**src/rtl/video_timing_generator_pkg.sv**
```systemverilog
// Shared raster-timing definitions: axis phase encoding and SVGA 800x600@60 defaults.
// Future timing modes reuse these constants and the phase type.
package video_timing_defs;

  typedef enum logic [1:0] {
    PH_ACTIVE = 2'd0,
    PH_FRONT  = 2'd1,
    PH_SYNC   = 2'd2,
    PH_BACK   = 2'd3
  } axisPhaseT;

  localparam int CNT_W = 11;

  localparam int SVGA_H_ACTIVE = 800;
  localparam int SVGA_H_FP     = 40;
  localparam int SVGA_H_SYNC   = 128;
  localparam int SVGA_H_BP     = 88;
  localparam int SVGA_V_ACTIVE = 600;
  localparam int SVGA_V_FP     = 1;
  localparam int SVGA_V_SYNC   = 4;
  localparam int SVGA_V_BP     = 23;

endpackage

```
**src/rtl/video_axis_counter.sv**
```systemverilog
// One raster axis: position counter plus ACTIVE/FRONT/SYNC/BACK phase FSM.
// Used for both horizontal (advance every pixel) and vertical (advance on line wrap).
module video_axis_counter
  import video_timing_defs::*;
#(
  parameter int ACTIVE = SVGA_H_ACTIVE,
  parameter int FP     = SVGA_H_FP,
  parameter int SYNC   = SVGA_H_SYNC,
  parameter int BP     = SVGA_H_BP
) (
  input  logic             pixelClk,
  input  logic             reset,
  input  logic             clear,
  input  logic             advance,
  output logic [CNT_W-1:0] count,
  output axisPhaseT        phase,
  output logic             wrap
);

  localparam int TOTAL = ACTIVE + FP + SYNC + BP;

  // Last count value of each phase; the phase moves on once its final count is consumed.
  localparam logic [CNT_W-1:0] END_ACTIVE = CNT_W'(ACTIVE - 1);
  localparam logic [CNT_W-1:0] END_FRONT  = CNT_W'(ACTIVE + FP - 1);
  localparam logic [CNT_W-1:0] END_SYNC   = CNT_W'(ACTIVE + FP + SYNC - 1);
  localparam logic [CNT_W-1:0] END_BACK   = CNT_W'(TOTAL - 1);

  assign wrap = advance && (count == END_BACK);

  // NOTE: sequential state uses non-blocking assignments only, so every register
  // samples pre-edge values and simulation matches the synthesized flops.
  always_ff @(posedge pixelClk) begin
    if (reset || clear) begin
      count <= '0;
      phase <= PH_ACTIVE;
    end else if (advance) begin
      count <= wrap ? '0 : count + 1'b1;
      unique case (phase)
        PH_ACTIVE: if (count == END_ACTIVE) phase <= PH_FRONT;
        PH_FRONT:  if (count == END_FRONT)  phase <= PH_SYNC;
        PH_SYNC:   if (count == END_SYNC)   phase <= PH_BACK;
        PH_BACK:   if (count == END_BACK)   phase <= PH_ACTIVE;
        default:                            phase <= PH_ACTIVE;
      endcase
    end
  end

endmodule

```
**src/rtl/video_timing_generator.sv**
```systemverilog
// Raster timing source: two axis counters feed one register stage that produces
// polarised syncs, data enable, active-pixel coordinates and line/frame start pulses.
module video_timing_generator
  import video_timing_defs::*;
#(
  parameter int   H_ACTIVE = SVGA_H_ACTIVE,
  parameter int   H_FP     = SVGA_H_FP,
  parameter int   H_SYNC   = SVGA_H_SYNC,
  parameter int   H_BP     = SVGA_H_BP,
  parameter int   V_ACTIVE = SVGA_V_ACTIVE,
  parameter int   V_FP     = SVGA_V_FP,
  parameter int   V_SYNC   = SVGA_V_SYNC,
  parameter int   V_BP     = SVGA_V_BP,
  parameter logic HS_POL   = 1'b1,
  parameter logic VS_POL   = 1'b1
) (
  input  logic       pixelClk,
  input  logic       reset,
  input  logic       enable,
  output logic       hs,
  output logic       vs,
  output logic       de,
  output logic [9:0] pixelsX,
  output logic [9:0] pixelsY,
  output logic       lineStart,
  output logic       frameStart
);

  logic [CNT_W-1:0] hCount;
  logic [CNT_W-1:0] vCount;
  axisPhaseT        hPhase;
  axisPhaseT        vPhase;
  logic             hWrap;
  logic             vWrapUnused;
  logic             activeNow;
  logic             hOrigin;

  video_axis_counter #(
    .ACTIVE(H_ACTIVE), .FP(H_FP), .SYNC(H_SYNC), .BP(H_BP)
  ) hAxis (
    .pixelClk(pixelClk),
    .reset   (reset),
    .clear   (~enable),
    .advance (enable),
    .count   (hCount),
    .phase   (hPhase),
    .wrap    (hWrap)
  );

  video_axis_counter #(
    .ACTIVE(V_ACTIVE), .FP(V_FP), .SYNC(V_SYNC), .BP(V_BP)
  ) vAxis (
    .pixelClk(pixelClk),
    .reset   (reset),
    .clear   (~enable),
    .advance (enable && hWrap),
    .count   (vCount),
    .phase   (vPhase),
    .wrap    (vWrapUnused)
  );

  assign activeNow = (hPhase == PH_ACTIVE) && (vPhase == PH_ACTIVE);
  assign hOrigin   = activeNow && (hCount == '0);

  // Disabled timing looks exactly like reset: blanked, syncs idle, no pulses.
  always_ff @(posedge pixelClk) begin
    if (reset || !enable) begin
      hs         <= ~HS_POL;
      vs         <= ~VS_POL;
      de         <= 1'b0;
      pixelsX    <= '0;
      pixelsY    <= '0;
      lineStart  <= 1'b0;
      frameStart <= 1'b0;
    end else begin
      hs         <= (hPhase == PH_SYNC) ? HS_POL : ~HS_POL;
      vs         <= (vPhase == PH_SYNC) ? VS_POL : ~VS_POL;
      de         <= activeNow;
      pixelsX    <= activeNow ? hCount[9:0] : '0;
      pixelsY    <= activeNow ? vCount[9:0] : '0;
      lineStart  <= hOrigin;
      frameStart <= hOrigin && (vCount == '0);
    end
  end

endmodule

```
**config.mk**
```make
export PLATFORM = sky130hd
export DESIGN_NAME = video_timing_generator
export DESIGN_NICKNAME = d
export VERILOG_FILES = /design/src/rtl/video_timing_generator_pkg.sv /design/src/rtl/video_axis_counter.sv /design/src/rtl/video_timing_generator.sv
export SDC_FILE = /design/constraint.sdc
export NUM_CORES = 1
export LEC_CHECK = 0
export CAP_MARGIN = 0
export CORE_MARGIN = 2
export CORE_UTILIZATION = 50
export DETAILED_ROUTE_END_ITERATION = 6
export PLACE_DENSITY = 0.74
export RECOVER_POWER = 100
export SYNTH_ARGS = -nofsm -noshare
export SYNTH_HDL_FRONTEND = slang
export SYNTH_SLANG_ARGS = --single-unit
```
**constraint.sdc**
```tcl
create_clock -name pixelClk -period 4.55 [get_ports pixelClk]
set_clock_uncertainty 0.1 [all_clocks]
set_input_delay 0.6825 -clock pixelClk [delete_from_list [all_inputs] [get_ports pixelClk]]
set_output_delay 0.6825 -clock pixelClk [all_outputs]
set_load 0.02 [all_outputs]
```
==> results_dict.tcl, run 1 <==
set metrics [dict create \
    avgSynthCellArea_um2 9.61 \
    ctsHtreeMaxLevel 2 \
    slowest_stage "dlygate4sd3_1" \
    outcome "finished, final reports clean" \
    cts_made_buffers 5 \
    syn_inst 229 \
    ys_top_cells_by_area "dfxtp_1 (46%), ha_1 (7.4%), and2_1 (6.5%), nor2_1 (4.3%), xor2_1 (4.0%)" \
    ir_drop_v 0.000117 \
    drt-initial-drc-count 76 \
    postPlaceCellArea_mm2 0.00251 \
    hold_buffers 0 \
    nets 273 \
    grt_usage_pct 18.0 \
    crit_path_max_incr_delay_ns 0.80 \
    stdcell_area_mm2 0.00260 \
    layout-drive-gt1-share_pct 5.06 \
    wire_per_inst_um 13.4 \
    use_met1_pct 24.4 \
    syn-num-nets 245 \
    clk_pin_slew_ns 0.08 \
    worstRegToRegCells 5 \
    synth-edff-count 0 \
    grt_overflow 0 \
    worstMarginPinSlew_ns 1.14 \
    first_pass_iters 4 \
    r2r-start "hAxis.count[0]" \
    setup_viol 0 \
    antenna_found_initial 0 \
    routed_wl_mm 4.15 \
    post_cts_buffers 0 \
    cp.required_ns 4.67 \
    rows 24 \
    crit_fanout 22 \
    io_buffers 27 \
    grt_busiest_layer "met2" \
    max_slew_margin_pct 22.9 \
    post-dp-hpwl_mm 2.98 \
    clock-sinks 51 \
    die_x_um 70.3 \
    reg2reg_slack_ns 2.05 \
    place_congestion 0.829 \
    period_share_pct 59.6 \
    p_leak_nw 1.08 \
    ys_seq_area_share_pct 46.4 \
    synth_most_common_cell "dfxtp_1" \
    grt_max_degree 23 \
    min_path_type "flip-flop to flip-flop" \
    cts_tree "done" \
    fmax_mhz 368 \
    syn_to_final_growth_pct 18.2 \
    grt_pass1_wl_mm 7.16 \
    diodes 0 \
    antenna_left 0 \
    die_area_mm2 0.00495 \
    power.density_mw_per_mm2 298 \
    synth_cell_types 44 \
    worst_r2r_endpoint "vAxis.count[4]" \
    worst_ep_arrival_time_ns 2.83 \
    period_minus_slack_ns 2.71 \
    synth_ff_type "dfxtp_1" \
    start_kind "input port" \
    fin_tns_setup_ns 0 \
    async_flop_share_pct 0 \
    hold_viol 0 \
    ioPinCount 28 \
    synth_area_mm2 0.00220 \
    synth_warnings 0 \
    die_y_um 70.3 \
    hold_path_depth 1 \
    viasPerCell 5.33 \
    max_cap_violations 0 \
    clk_latency_ns 0.30 \
    met3_usage_pct 3.90 \
    grt_util_met2_pct 27.8 \
    rsz0062_at_grt "false" \
    ys_ff_latch 51 \
    drc 0 \
    grt_pass1_vias 1580 \
    synth_top_area_share_pct 46.4 \
    maxSlewViolCount 0 \
    clk_path_buf_depth 2 \
    hold_start "hAxis.count[0]" \
    crit_type "input port to flip-flop" \
    path_cells "dlygate4sd3_1 -> nor2b_1 -> and3_1 -> nand3b_1 -> nor3_1" \
    core-area_mm2 0.00429 \
    vias 1646 \
    end_kind "flip-flop" \
    start_util_pct 51.3 \
    cts-root-buf "clkbuf_8" \
    yosys.area.top_type "dfxtp_1" \
    fillers 394 \
    ctsResizeCount 0 \
    synthTopCellsByCount "dfxtp_1 (51), nor2_1 (25), and2_1 (23)" \
    worstHoldEndpoint "hAxis.count[0]" \
]
[logic make-up (layout without fill, tap and decap cells)]
family	count (synthesis)	in the layout	share of synthesized area, %
and+or+nand+nor	109	109	29.1
DFF	51	51	46.4
AOI/OAI and AO/OA	21	21	7.22
buffers and inverters	18	46	3.13
xor gates and xnor gates	16	16	6.37
adders and majority gates	13	13	7.39
muxes	1	1	0.455
[cell type report]
class	instances	area, µm²	share of cell area (%)
Sequential cell	51	1020	39.2
Timing Repair Buffer	27	270	10.4
Multi-Input combinational cell	160	1090	42.1
Tap cell	52	65.1	2.50
Clock inverter	2	37.5	1.44
Inverter	12	45.0	1.73
Clock buffer	5	68.8	2.64
[how the worst max path moves through the flow]
stage                         startpoint        endpoint  depth (start not counted)
after CTS                         enable      frameStart                          5
after global routing              enable      frameStart                          5
after global placement            enable      frameStart                          5
after detailed placement          enable      frameStart                          5
after floorplan           vAxis.count[0]  vAxis.phase[0]                          7
final                             enable      frameStart                          5
[report_power, final]
group / internal [mW] / switching (mW)
Clock: 0.161 / 0.146
Sequential: 0.449 / 0.00119
Combinational: 0.00633 / 0.0129
[stage by stage]
step	hold slack (ns)	instances	setup WS [ns]	utilization (%)	total power [mW]
finish	0.374	309	1.84	60.6	0.776
global route	0.390	309	1.69	60.6	0.804
CTS	0.375	309	1.90	61.0	0.784
detailed placement	0.356	302	1.60	58.5	0.481
global placement	0.348	302	1.72	58.5	0.480
floorplan	0.333	229	2.62	-	0.472
[placed cells by master, fill, tap and decap left out, types with 2 or more instances in the layout]
master | netlist | final
dfxtp_1 | 51 | 51
dlygate4sd3_1 | 0 | 26
nor2_1 | 25 | 25
and2_0 | 1 | 15
ha_1 | 13 | 13
inv_1 | 12 | 12
nand3_1 | 12 | 12
nand2_1 | 10 | 10
xor2_1 | 10 | 10
and2_1 | 23 | 9
and3_1 | 6 | 6
a21oi_1 | 6 | 6
xnor2_1 | 6 | 6
or3_1 | 5 | 5
o21ai_0 | 4 | 5
nand4_1 | 5 | 5
clkbuf_8 | 0 | 5
and4_1 | 4 | 4
nor2b_1 | 2 | 2
nor4_1 | 2 | 2
nor3_1 | 2 | 2
a41o_1 | 2 | 2
and4b_1 | 1 | 2
[state kept, by name, summed over array words and instances, names as in the netlist]
signal       flops
lineStart        1
vs               1
de               1
vAxis.count     11
hs               1
hAxis.count     11
pixelsX         10
pixelsY         10
hAxis.phase      2
frameStart       1
vAxis.phase      2
[worst max-delay path: cells and delay by family]
kind | cells | cell delay, ns
buffers and inverters | 1 | 0.80
and+or+nand+nor | 4 | 1.35
[per-layer routing]
| layer | part of all wire, % | wire (µm) |
|---|---|---|
| met5 | 0 | 0 |
| met4 | 1.6 | 65 |
| met3 | 3.9 | 160 |
| met2 | 44 | 1830 |
| met1 | 50 | 2090 |
(Power assumes the default switching activity.)
==> run 2, diff against run 1 <==
clock period = 2.55 ns   (was 4.55 ns; I/O delays follow)
==> results_dict.tcl, run 2 (synthesized netlist as in run 1, its figures left out) <==
set metrics [dict create \
    max_slew_margin_pct 48.9 \
    diodes 0 \
    crit_path_max_incr_delay_ns 0.66 \
    drc 0 \
    clk_latency_ns 0.30 \
    crit_type "flip-flop to flip-flop" \
    hold_viol 0 \
    max_cap_violations 0 \
    ctsHtreeMaxLevel 2 \
    post_cts_buffers 0 \
    post-dp-hpwl_mm 2.92 \
    routed_wl_mm 4.04 \
    fin_tns_setup_ns 0 \
    clk_pin_slew_ns 0.09 \
    worstRegToRegCells 5 \
    ir_drop_v 0.000229 \
    final_cell_mix "dfxtp_1 (51), dlygate4sd3_1 (26), nor2_1 (25)" \
    final_common_cell "dfxtp_1" \
    fmax_mhz 458 \
    period_minus_slack_ns 2.19 \
    cp.depth 5 \
    dp_cells 305 \
    die_y_um 70.3 \
    grt_pass1_vias 1570 \
    worst_ep_arrival_time_ns 2.25 \
    start_kind "flip-flop" \
    end_kind "flip-flop" \
    place_congestion 0.840 \
    crit_family "simple AND/OR/NAND/NOR gates" \
    die_x_um 70.3 \
    grt_pass1_wl_mm 7.35 \
    slowest_stage "o21ai_1" \
    grt_overflow 0 \
    ctsResizeCount 0 \
    cts_tree "done" \
    setup_viol 0 \
    worst_r2r_endpoint "vAxis.count[10]" \
    r2r-start "hAxis.count[0]" \
    grt_usage_pct 18.4 \
    cp.required_ns 2.62 \
    viasPerCell 5.25 \
    final_cells 313 \
    power.density_mw_per_mm2 531 \
    p_leak_nw 1.10 \
    crit_fanout 10 \
    hold_buffers 0 \
    worst_slack_ns 0.365 \
    rows 24 \
    maxSlewViolCount 0 \
    core-area_mm2 0.00429 \
    outcome "finished, final reports clean" \
    drt-initial-drc-count 93 \
    dp_slack_ns 0.499 \
    first_pass_iters 4 \
    layout-drive-gt1-share_pct 5.75 \
    wire_per_inst_um 12.9 \
    crit_start "hAxis.count[0]" \
    ioPinCount 28 \
    cts-root-buf "clkbuf_8" \
    hold_path_depth 1 \
    grt_max_degree 22 \
    antenna_found_initial 0 \
    nets 276 \
    path_buf_inv 0 \
    io_buffers 27 \
    cp-endpoint "vAxis.count[10]" \
    worstMarginPinSlew_ns 0.761 \
    rsz0062_at_grt "false" \
    min_path_type "flip-flop to flip-flop" \
    cts_made_buffers 5 \
    vias 1642 \
    period_share_pct 85.7 \
    clock-sinks 51 \
    top_regs "hAxis.count (11), vAxis.count (11)" \
    syn_to_final_growth_pct 19.2 \
    clk_path_buf_depth 2 \
    path_cells "ha_1 -> and2_0 -> nand4_1 -> o21ai_1 -> nor2_1" \
    reg2reg_slack_ns 0.36 \
    antenna_left 0 \
    die_area_mm2 0.00495 \
    start_util_pct 51.3 \
]
run 2: stage by stage:
step	util (%)	hold WS [ns]	instance area, µm²	power [mW]
2_1_floorplan	-	0.333	2200	0.843
3_3_place_gp	59.0	0.345	2530	0.861
3_5_place_dp	59.0	0.370	2530	0.861
4_1_cts	61.7	0.383	2650	1.42
5_1_grt	61.1	0.426	2620	1.46
6_report	61.1	0.377	2620	1.39
run 2: worst register-to-register path, cell delays in order, from the launching register on:
cell and delay [ns]:
dfxtp_1 0.39, ha_1 0.23, and2_0 0.33, nand4_1 0.22, o21ai_1 0.66, nor2_1 0.12
run 2: layout make-up:
type	instances	area, µm²
clock inverters	3	43.8
repair buffers	30	282
clock buffers	5	68.8
well taps	52	65.1
fillers	384	1670
flip-flops and latches	51	1020
inverters	12	45.0
multi-input cells	160	1100
run 2: worst min path at each step:
| stage | startpoint | endpoint | slack [ns] |
|---|---|---|---|
| 3_3_place_gp | hAxis.count[0] | hAxis.count[0] | 0.35 |
| 4_1_cts | hAxis.count[0] | hAxis.count[0] | 0.38 |
| 2_1_floorplan | hAxis.count[0] | hAxis.count[0] | 0.33 |
| 3_5_place_dp | hAxis.count[0] | hAxis.count[0] | 0.37 |
| 6_report | hAxis.count[0] | hAxis.count[0] | 0.38 |
| 5_1_grt | hAxis.count[0] | hAxis.count[0] | 0.43 |
run 2: metal layers:
metal / wire length, µm / up-vias / track usage [%]
met1: 2000 / 751 / 26.9
met4: 67 / 0 / 5.98
li1: - / 844 / -
met3: 192 / 6 / 4.18
met5: 0 / - / 0
met2: 1780 / 41 / 26.7
run 2: report_power, final:
group	internal [mW]	total [mW]	switching [mW]
logic	0.0121	0.0360	0.0239
registers	0.801	0.803	0.00208
clock network	0.292	0.554	0.262
total	1.10	1.39	0.288
